[src/rtl/switch_debounce.sv]
// DIP-switch conditioning: per-bit two-flop synchroniser plus stability-count debounce.
// Optional sticky change interrupt is built when SWDEB_IRQ_EN is defined.

module swdeb_lane #(
    parameter int STABLE_CYCLES = 50000,
    parameter int CNT_W         = 16
) (
    input  logic CLK_I,
    input  logic RST_I,
    input  logic raw,
    output logic deb,
    output logic upd
);

    localparam logic [CNT_W-1:0] CNT_MAX = CNT_W'(STABLE_CYCLES - 1);

    logic             sync0;
    logic             sync1;
    logic [CNT_W-1:0] cnt;

    // High on the edge where the debounced value is about to take sync1.
    assign upd = (sync1 != deb) && (cnt == CNT_MAX);

    always_ff @(posedge CLK_I or negedge RST_I) begin
        if (!RST_I) begin
            sync0 <= 1'b0;
            sync1 <= 1'b0;
            cnt   <= '0;
            deb   <= 1'b0;
        end else begin
            sync0 <= raw;
            sync1 <= sync0;
            if (sync1 == deb) begin
                cnt <= '0;
            end else if (cnt == CNT_MAX) begin
                deb <= sync1;
                cnt <= '0;
            end else begin
                cnt <= cnt + CNT_W'(1);
            end
        end
    end

endmodule

module switch_debounce #(
    parameter int WIDTH         = 32,
    parameter int STABLE_CYCLES = 50000,
    parameter int CNT_W         = 16
) (
    input  logic             CLK_I,
    input  logic             RST_I,
    input  logic [WIDTH-1:0] sw_raw,
    output logic [WIDTH-1:0] dipsw,
`ifdef SWDEB_IRQ_EN
    output logic             chg_o,
    output logic             INT_O,
    input  logic             INT_ACK_I
`else
    output logic             chg_o
`endif
);

    logic [WIDTH-1:0] upd;

    for (genvar i = 0; i < WIDTH; i++) begin : g_lane
        swdeb_lane #(
            .STABLE_CYCLES(STABLE_CYCLES),
            .CNT_W        (CNT_W)
        ) u_lane (
            .CLK_I(CLK_I),
            .RST_I(RST_I),
            .raw  (sw_raw[i]),
            .deb  (dipsw[i]),
            .upd  (upd[i])
        );
    end

    // One pulse per updating edge regardless of how many bits move together.
    always_ff @(posedge CLK_I or negedge RST_I) begin
        if (!RST_I) chg_o <= 1'b0;
        else        chg_o <= |upd;
    end

`ifdef SWDEB_IRQ_EN
    logic [WIDTH-1:0] chg_flag;
    logic [WIDTH-1:0] flag_nxt;

    // An ack wipes old flags but never loses a bit updating on the same edge.
    always_comb begin
        flag_nxt = INT_ACK_I ? upd : (chg_flag | upd);
    end

    always_ff @(posedge CLK_I or negedge RST_I) begin
        if (!RST_I) begin
            chg_flag <= '0;
            INT_O    <= 1'b0;
        end else begin
            chg_flag <= flag_nxt;
            INT_O    <= |flag_nxt;
        end
    end
`endif

endmodule

[config.mk]
export PLATFORM = sky130hd
export DESIGN_NAME = switch_debounce
export DESIGN_NICKNAME = d
export VERILOG_FILES = /design/src/rtl/switch_debounce.sv
export SDC_FILE = /design/constraint.sdc
export NUM_CORES = 1
export LEC_CHECK = 0
export ABC_AREA = 1
export BUFFER_PORTS_ARGS = -buffer_cell sky130_fd_sc_hd__buf_2
export CORE_ASPECT_RATIO = 2
export CORE_MARGIN = 2
export CORE_UTILIZATION = 38
export CTS_CLUSTER_DIAMETER = 60
export DETAILED_ROUTE_END_ITERATION = 10
export PLACE_DENSITY = 0.5
export SYNTH_ARGS = -nofsm -noshare
export SYNTH_HDL_FRONTEND = slang
export SYNTH_HIERARCHICAL = 1
export SYNTH_SLANG_ARGS = --single-unit
[constraint.sdc]
create_clock -name CLK_I -period 1.65 [get_ports CLK_I]
set_input_delay 0.4125 -clock CLK_I [delete_from_list [all_inputs] [get_ports CLK_I]]
set_output_delay 0.4125 -clock CLK_I [all_outputs]
set_load 0.03 [all_outputs]
==> results by group, run 1 <==
Floorplan
  – # IOs: 67
  – Row cnt: 152
  – Die footprint: 89300 sq um
  – Die Span X: 212 um
  – Initial core utilization: 0.384
  – Core area: 86000 sq um
  – Die Ht: 421 um

Global routing
  – Vias in the first global route: 29.5k
  – Global-route wire length before repair: 141000 um
  – Tot GR Track Use: 0.196
  – Largest net degree at the start of global routing: 78
  – Initial antenna violation count: 1
  – Total grt overflow: 0

Synthesis
  – Top post-synthesis cells by count: nor2_1 (1004), nand2_1 (719), dfrtp_1 (609), inv_1 (374), nand3_1 (324)
  – Seq/Total Area, Yosys: 0.462
  – Synth warn: 6
  – Synth cell types: 24
  – Post-synth EDFFs: 0
  – #FFs+latches synth: 609
  – Prevailing post-synth register cell: dfrtp_1
  – Synth area leaders: dfrtp_1 (46%), nor2_1 (11%), nand2_1 (8.2%), nand3_1 (4.9%), inv_1 (4.3%)
  – Synth Area per Inst: 8.09 sq um
  – Synthesized Nets: 4144
  – Cell area after synthesis: 33000 sq um
  – Syn Inst Count: 4078
  – Cell taking the most area after synthesis: dfrtp_1
  – Post-synth top area share: 0.462
  – Fraction of registers with async set/reset: 1.00
  – Most frequent cell after synthesis: nor2_1

Critical path
  – Most used cell, CP: buf_6
  – Endpoint class of the critical path: primary output
  – CP peak stage delay: 390 ps
  – Setup CP Type: flop to primary output
  – Crit-path slowest cell: dfrtp_1
  – CP bufs+invs: 2
  – Crit-path max FO: 2
  – CP Cell Sequence: buf_6 > buf_6
  – Worst Setup Start Kind: flop
  – Critical Path RT: 1240 ps
  – WP data arrival: 1320 ps
  – CP top delay family: flip-flops

Finish
  – Synthesis-to-finish area growth: 25.8%
  – Multi-input logic area: 16100 sq um
  – Nets: 4806
  – FF+latch area: 15300 sq um
  – # diodes: 0
  – # fillers: 8587
  – Final core utilization: 0.483
  – Share of cells above drive strength 1: 0.249

Timing
  – Fmax: 579 MHz
  – RSZ-0062 raised after global routing: yes
  – Clock Skew: 16.6 ps
  – Final setup vio count: 4
  – Final setup margin: -77.6 ps
  – Post-route clock period utilization: 1.05
  – Max_slew headroom: 0.693
  – Final Hold Vio Count: 0
  – Worst Tran Pin Value: 461 ps
  – Minimum clock period: 1730 ps
  – Post-route setup TNS: -93.7 ps
  – Slew Viols, Final: 0

Placement
  – Port Buf Inserts: 66
  – HPWL after detailed placement: 65700 um
  – RD Place Congestion: 0.868

Clock network
  – Clock-pin slew on the worst setup and hold paths: 70 ps
  – Clock sinks: 609
  – TritonCTS clock tree: done
  – Clock latency on the worst-skew pair: 660 ps
  – CTS Buffer Depth: 3
  – CTS root buf: clkbuf_16
  – Inserted Clock Buffers: 61
  – H-tree depth: 2

Drt
  – Routed WL per cell: 14.3 um
  – Avg Vias per Cell: 4.72
  – Final antenna-violating net count: 0
  – DR DRC count: 0
  – DR iter-0 viols: 1113
  – Drt total wl: 84800 um
  – Vias: 28.0k
  – Number of iterations in the first detailed-routing pass: 5

Status
  – Outcome: finished, violations left
  – Failing checks: setup timing

Power
  – Peak supply drop: 0.752 mV
  – Lkg Pwr: 20.5 nW
  – Power Density: 759 nW/um^2

Worst hold path
  – Worst hold path class: primary input to asynchronous set/reset pin

Run
  – Max cap viols: 0
routing by layer:
metal  track usage  part of all wire  vias to the layer above  wire [um]
met5             0           0.00018                        -         15
met4        0.0826             0.040                        2       3400
li1              -                 -                    14300          -
met1         0.190              0.36                    13200      30500
met3        0.0235             0.024                      192       2050
met2         0.404              0.58                      349      48800
final timing paths:
check / startpoint / end / slack (ps) / cells after the start
min in group CLK_I: g_lane[24].u_lane/sync0$_DFF_PN0_ / g_lane[24].u_lane/sync1$_DFF_PN0_ / 350 / 0
max: g_lane[12].u_lane/deb$_DFFE_PN0P_ / dipsw[12] / -80 / 2
max in group asynchronous: RST_I / g_lane[9].u_lane/cnt[5]$_DFF_PN0_ / 640 / 4
max reg2reg: g_lane[23].u_lane/cnt[1]$_DFF_PN0_ / chg_o$_DFF_PN0_ / 70 / 11
min reg2reg: g_lane[24].u_lane/sync0$_DFF_PN0_ / g_lane[24].u_lane/sync1$_DFF_PN0_ / 350 / 0
min: RST_I / g_lane[15].u_lane/cnt[3]$_DFF_PN0_ / 190 / 2
worst reg2reg max path: stages, from the launching register on:
cell	delay, ps
dfrtp_1	350
ha_2	200
nand3_2	100
nor2_2	160
nand2_2	90
nor2_4	150
inv_1	70
nand2_1	150
nor2_4	60
nand2_1	80
nor2_1	40
nand2_1	60
layout by cell type (no fill, tap or decap), types with 33 or more instances in the layout:
cell type / Yosys / routed
inv_1: 374 / 374
dlygate4sd3_1: 0 / 33
nand3_1: 324 / 323
nand4_1: 161 / 161
xnor2_1: 64 / 64
dfrtp_1: 609 / 598
nor2_1: 1004 / 980
a31oi_1: 64 / 64
buf_6: 0 / 36
xor2_1: 127 / 127
nand2_2: 62 / 66
nand2_1: 719 / 715
nand3_2: 62 / 60
a21oi_1: 64 / 64
buf_4: 0 / 483
nor2_2: 63 / 76
clkbuf_16: 0 / 63
nor2_4: 32 / 43
inv_2: 124 / 124
sequential cells by signal, indices dropped and copies added (netlist names):
signal               flops
g_lane.u_lane/cnt      512
g_lane.u_lane/sync1     32
g_lane.u_lane/sync0     32
g_lane.u_lane/deb       32
chg_o                    1
kinds of logic (layout without fill, tap and decap cells):
kind of cell | count (synthesis) | count (layout) | synth area share
DFF | 609 | 609 | 0.462
xor gates and xnor gates | 223 | 223 | 0.0665
AOI/OAI and AO/OA | 191 | 191 | 0.0397
buffers and inverters | 498 | 1208 | 0.0567
adders and majority gates | 32 | 32 | 0.0121
and+or+nand+nor | 2525 | 2525 | 0.363
power by group:
part | internal, mW | total (mW) | switching, mW
Combinational | 0.788 | 1.80 | 1.01
Clock | 8.02 | 14.3 | 6.26
Sequential | 15.2 | 15.4 | 0.219
Total | 24.0 | 31.5 | 7.48
layout make-up:
class / count / share of cell area
clock buffers: 85 / 0.0431
well taps: 1155 / 0.0348
clock inverters: 26 / 0.00561
repair buffers: 599 / 0.116
flip-flops and latches: 609 / 0.368
multi-input cells: 2971 / 0.388
inverters: 498 / 0.0450
stage by stage:
stage / instances / total power, mW / setup WS (ps) / hold WS [ps] / area (sq um)
floorplan: 4078 / 16.4 / 180 / 117 / 33000
global placement: 5762 / 17.4 / -69.6 / 282 / 38400
detailed placement: 5762 / 17.4 / -63.1 / 284 / 38400
global route: 5943 / 32.9 / -147 / 177 / 41500
finish: 5943 / 31.5 / -77.6 / 193 / 41500
CTS: 5936 / 32.2 / -134 / 140 / 41300
what timing repair did:
item,4_1_cts,5_1_grt
gates resized for setup,89,53
endpoints found under the setup margin,34,30
pin swaps,2,13
hold buffers,33,0
buffers inserted,33,8
hold endpoints to repair,279,0
No activity file was read; power rests on OpenSTA's default activity.
==> run 2, diff against run 1 <==
Settings changed: ABC_AREA 1 to unset.
==> results by group, run 2 <==
Status
  – Outcome: finished, violations left
  – Failing checks: setup timing

Critical path
  – Crit-path max FO: 2
  – CP top delay family: simple AND/OR/NAND/NOR gates
  – CP Cell Sequence: ha_2 > and3_4 > nand4_4 > nor2b_4 > nor4_2 > buf_4 > nand4_1 > or2_1
  – Critical Path RT: 2160 ps
  – WP data arrival: 2320 ps
  – CP bufs+invs: 1
  – Worst Setup Start Kind: flop
  – Endpoint class of the critical path: flop
  – CP peak stage delay: 390 ps
  – Crit-path slowest cell: dfrtp_1
  – Setup CP Type: flop to flop

Timing
  – Final setup vio count: 21
  – Final Hold Vio Count: 0
  – Slew Viols, Final: 0
  – RSZ-0062 raised after global routing: yes
  – Fmax: 553 MHz
  – Clock Skew: 19.1 ps
  – Minimum clock period: 1810 ps
  – Final setup margin: -158 ps
  – Post-route clock period utilization: 1.10
  – Worst Hold Slack: 233 ps
  – Post-route setup TNS: -948 ps
  – Max_slew headroom: 0.657
  – Worst Tran Pin Value: 515 ps

Synthesis
  – Synth area leaders: dfrtp_1 (49%), xnor2_1 (11%), nor2_1 (5.8%), nor4_2 (5.2%), nor4b_2 (3.1%)
  – Synth Area per Inst: 11.4 sq um
  – Prevailing post-synth register cell: dfrtp_1
  – Syn Inst Count: 2700
  – Synthesized Nets: 2766
  – Post-synth top area share: 0.495
  – #FFs+latches synth: 609
  – Top post-synthesis cells by count: dfrtp_1 (609), nor2_1 (480), xnor2_1 (384), nand3_1 (160), nor4_2 (129)
  – Synth warn: 6
  – Most frequent cell after synthesis: dfrtp_1
  – Seq/Total Area, Yosys: 0.495
  – Cell area after synthesis: 30800 sq um
  – Synth cell types: 24
  – Post-synth EDFFs: 0
  – Cell taking the most area after synthesis: dfrtp_1
  – Fraction of registers with async set/reset: 1.00

Global routing
  – Tot GR Track Use: 0.173
  – Largest net degree at the start of global routing: 88
  – Initial antenna violation count: 0
  – Total grt overflow: 0
  – Global-route wire length before repair: 119000 um
  – Vias in the first global route: 24.8k

Worst hold path
  – Worst hold path class: primary input to asynchronous set/reset pin

Power
  – Power Density: 749 nW/um^2
  – Lkg Pwr: 18.2 nW
  – Peak supply drop: 0.777 mV

Clock network
  – TritonCTS clock tree: done
  – CTS Buffer Depth: 3
  – Inserted Clock Buffers: 59
  – H-tree depth: 2
  – Clock sinks: 609
  – CTS root buf: clkbuf_16
  – Clock latency on the worst-skew pair: 630 ps
  – Clock-pin slew on the worst setup and hold paths: 60 ps

Floorplan
  – Core area: 80400 sq um
  – Die Span X: 205 um
  – # IOs: 67
  – Die footprint: 83500 sq um
  – Row cnt: 147
  – Initial core utilization: 0.383
  – Die Ht: 407 um

Finish
  – Synthesis-to-finish area growth: 34.0%
  – Most common cell after layout, fill and taps aside: buf_4
  – Nets: 3628
  – # diodes: 0
  – Share of cells above drive strength 1: 0.397
  – Most flops, register: g_lane.u_lane/cnt
  – Max reg flops: 512
  – Most frequent cells in the layout: buf_4 (680), dfrtp_1 (608), nor2_1 (479)

Run
  – Max cap viols: 0

Placement
  – RD Place Congestion: 0.784
  – Worst slack, placed: -550 ps
  – HPWL after detailed placement: 51700 um
  – Port Buf Inserts: 66

Drt
  – DR iter-0 viols: 762
  – Routed WL per cell: 15.1 um
  – DR DRC count: 0
  – Vias: 22.6k
  – Drt total wl: 70100 um
  – Number of iterations in the first detailed-routing pass: 5
  – Final antenna-violating net count: 0
  – Avg Vias per Cell: 4.86
-- run 2: changes by cell type after synthesis, sizes merged, moves of 94 or more --
| cell | before | now |
|---|---|---|
| nand3 | 386 | 192 |
| nor3 | 34 | 128 |
| nand2 | 812 | 96 |
| xnor2 | 64 | 384 |
| nor2 | 1099 | 544 |
| nor4 | 0 | 136 |
| inv | 498 | 96 |
-- run 2: layer usage --
layer  track usage  part of all wire  wire (um)
met1         0.180              0.37      25900
met2         0.342              0.57      39900
met3        0.0223             0.024       1710
met4        0.0675             0.037       2590
met5             0                 0          0
-- run 2: worst paths after layout --
path	start	end	slack, ps	cells after the start
worst max-delay path	g_lane[31].u_lane/cnt[1]$_DFF_PN0_	chg_o$_DFF_PN0_	-160	8
worst min-delay path	RST_I	g_lane[7].u_lane/cnt[6]$_DFF_PN0_	230	2
worst max register to register	g_lane[31].u_lane/cnt[1]$_DFF_PN0_	chg_o$_DFF_PN0_	-160	8
worst min register to register	g_lane[0].u_lane/sync0$_DFF_PN0_	g_lane[0].u_lane/sync1$_DFF_PN0_	350	0
max in group asynchronous	RST_I	g_lane[6].u_lane/cnt[14]$_DFF_PN0_	630	4
min in group CLK_I	g_lane[0].u_lane/sync0$_DFF_PN0_	g_lane[0].u_lane/sync1$_DFF_PN0_	350	0
-- run 2: cells by family after synthesis --
| logic type | Yosys count | share of synthesized area |
|---|---|---|
| buf+inv | 128 | 0.0234 |
| xor+xnor | 480 | 0.136 |
| fa+ha+maj | 32 | 0.0130 |
| mux | 32 | 0.0117 |
| simple gates | 1419 | 0.321 |
| flops | 609 | 0.495 |
-- run 2: timing repair --
action | 4_1_cts | 5_1_grt
hold endpoints to repair | 174 | 0
resized for setup | 141 | 67
buffers inserted | 31 | 21
cloned | 0 | 3
setup endpoints to repair | 87 | 206
hold buffers | 33 | 0
pin swaps | 22 | 37
-- run 2: power by group --
group | switching [mW] | internal, mW | leakage [nW]
clock network | 5.94 | 7.76 | 0.955
registers | 0.164 | 15.2 | 8.28
logic | 0.987 | 0.854 | 8.93
total | 7.10 | 23.8 | 18.2
-- run 2: cell type report --
cell class / instances / area [sq um]
Clock inverter: 26 / 258
Sequential cell: 609 / 15200
Multi-Input combinational cell: 1963 / 15500
Fill cell: 7079 / 39100
Clock buffer: 80 / 1690
Inverter: 96 / 360
Tap cell: 1043 / 1310
Timing Repair Buffer: 833 / 6900
-- run 2: worst register-to-register path: stages, from the launching register on --
cell and delay [ps]:
dfrtp_1 390, ha_2 190, and3_4 160, nand4_4 110, nor2b_4 50, nor4_2 290
buf_4 180, nand4_1 80, or2_1 240
-- run 2: per-stage QoR --
step	utilization	total power, mW	instance area (sq um)	std cells
after floorplan	-	16.2	30900	2700
after global placement	0.468	17.2	37600	4460
after detailed placement	0.468	17.3	37600	4460
after CTS	0.506	31.5	40700	4628
after global routing	0.514	32.3	41300	4650
final	0.514	30.9	41300	4650
==> run 3, diff against run 2 <==
Settings changed: CELL_PAD_IN_SITES_DETAIL_PLACEMENT set to 2, CELL_PAD_IN_SITES_GLOBAL_PLACEMENT set to 2, PLACE_DENSITY 0.5 to 0.68.
==> results by group, run 3 (synthesis results as in run 2) <==
Clock network
  – CTS root buf: clkbuf_16
  – Inserted Clock Buffers: 61
  – Clock-pin slew on the worst setup and hold paths: 70 ps
  – Clock sinks: 609
  – H-tree depth: 2
  – TritonCTS clock tree: done
  – CTS Buffer Depth: 3
  – Clock latency on the worst-skew pair: 650 ps

Critical path
  – WP data arrival: 2440 ps
  – Reg2reg start: g_lane[20].u_lane/cnt[1]$_DFF_PN0_
  – Register-to-register setup slack: -240 ps
  – Reg2Reg Depth: 8
  – CP peak stage delay: 380 ps
  – Worst Setup Start Kind: flop
  – R2r endpoint: chg_o$_DFF_PN0_
  – Worst setup path endpoint: chg_o$_DFF_PN0_
  – Crit-path slowest cell: dfrtp_1
  – Endpoint class of the critical path: flop
  – Crit-path max FO: 2
  – Critical Path RT: 2190 ps
  – Worst setup path startpoint: g_lane[20].u_lane/cnt[1]$_DFF_PN0_
  – CP Cell Sequence: ha_2 > and3_4 > nand4_2 > nor2b_2 > nor4_4 > buf_4 > nand4_1 > or2_1
  – Setup CP Type: flop to flop

Timing
  – Clock Skew: 27.8 ps
  – Post-route clock period utilization: 1.15
  – Max_slew headroom: 0.680
  – Worst Tran Pin Value: 479 ps
  – Final setup margin: -244 ps
  – Post-route setup TNS: -1760 ps
  – Fmax: 528 MHz
  – Minimum clock period: 1890 ps
  – Final Hold Vio Count: 0
  – Final setup vio count: 31
  – Slew Viols, Final: 0
  – RSZ-0062 raised after global routing: yes

Floorplan
  – # IOs: 67
  – Die footprint: 83500 sq um
  – Die Ht: 407 um
  – Core area: 80400 sq um
  – Initial core utilization: 0.383
  – Row cnt: 147
  – Die Span X: 205 um

Finish
  – Most flops, register: g_lane.u_lane/cnt
  – Final core utilization: 0.517
  – Nets: 3599
  – # fillers: 7974
  – Max reg flops: 512
  – Share of cells above drive strength 1: 0.398
  – Most common cell after layout, fill and taps aside: buf_4
  – # diodes: 0
  – Synthesis-to-finish area growth: 34.9%
  – Most frequent cells in the layout: buf_4 (653), dfrtp_1 (608), nor2_1 (479)

Global routing
  – Initial antenna violation count: 0
  – Global-route wire length before repair: 153000 um
  – Tot GR Track Use: 0.229
  – Total grt overflow: 0
  – Largest net degree at the start of global routing: 61
  – Vias in the first global route: 28.6k

Drt
  – Drt total wl: 95300 um
  – Final antenna-violating net count: 0
  – Routed WL per cell: 20.6 um
  – Vias: 23.6k
  – DR iter-0 viols: 576
  – Number of iterations in the first detailed-routing pass: 4
  – Avg Vias per Cell: 5.10
  – DR DRC count: 0

Status
  – Outcome: finished, violations left
  – Failing checks: setup timing

Run
  – Max cap viols: 0

Power
  – Peak supply drop: 0.940 mV
  – Power Density: 786 nW/um^2
  – Power Total: 32.7 mW
  – Lkg Pwr: 18.3 nW

Placement
  – RD Place Congestion: 0.777
  – Port Buf Inserts: 66
  – HPWL after detailed placement: 64700 um

Worst hold path
  – Worst hold path class: primary input to asynchronous set/reset pin
==> run 3: layer usage <==
| metal | global-route usage | vias to the layer above | routed length [um] |
|---|---|---|---|
| li1 | - | 11000 | - |
| met1 | 0.222 | 12200 | 32300 |
| met2 | 0.487 | 256 | 58500 |
| met3 | 0.0243 | 155 | 1840 |
| met4 | 0.0702 | 0 | 2660 |
| met5 | 0 | - | 0 |
==> run 3: worst max-delay path: cells and delay by family (launching register included) <==
family        cells  cell delay [ps]
fa+ha+maj         1              200
buf+inv           1              200
simple gates      6             1020
flops             1              380
==> run 3: worst min-delay path by stage <==
stage                from                                  end  slack [ps]  cells after the start
floorplan           RST_I                      chg_o$_DFF_PN0_         120                      0
global placement    RST_I  g_lane[25].u_lane/cnt[13]$_DFF_PN0_         330                      1
detailed placement  RST_I  g_lane[25].u_lane/cnt[13]$_DFF_PN0_         340                      1
CTS                 RST_I  g_lane[25].u_lane/cnt[12]$_DFF_PN0_         260                      2
global route        RST_I  g_lane[25].u_lane/cnt[10]$_DFF_PN0_         280                      2
finish              RST_I  g_lane[25].u_lane/cnt[12]$_DFF_PN0_         270                      2
==> run 3: stage by stage <==
stage          cells  hold slack (ps)  cell area, sq um  setup slack, ps
5_1_grt         4628              280             41600             -291
3_3_place_gp    4441              333             37400             -420
3_5_place_dp    4441              336             37400             -452
6_report        4628              270             41600             -244
4_1_cts         4617              255             40900             -183
2_1_floorplan   2700              117             30900             1.84
==> run 3: area by class of cell <==
| class | instances | area (sq um) | area share |
|---|---|---|---|
| inverter | 96 | 360 | 0.00867 |
| timing repair buffer | 802 | 6620 | 0.159 |
| sequential | 609 | 15200 | 0.367 |
| tap | 1043 | 1310 | 0.0314 |
| clock inverter | 33 | 427 | 0.0103 |
| multi-input combinational | 1963 | 15900 | 0.381 |
| clock buffer | 82 | 1760 | 0.0423 |
==> run 3: timing repair <==
| item | CTS | global route |
|---|---|---|
| buffers inserted | 30 | 8 |
| cloned | 0 | 4 |
| hold endpoints to repair | 61 | 0 |
| resized for setup | 165 | 86 |
| hold buffers | 33 | 0 |
| endpoints found under the setup margin | 224 | 262 |
| pin swaps | 23 | 31 |
==> run 3: power breakdown <==
group          internal [mW]  switching [mW]
clock                   8.89            6.45
sequential              15.2           0.187
combinational          0.834            1.11
total                   24.9            7.74
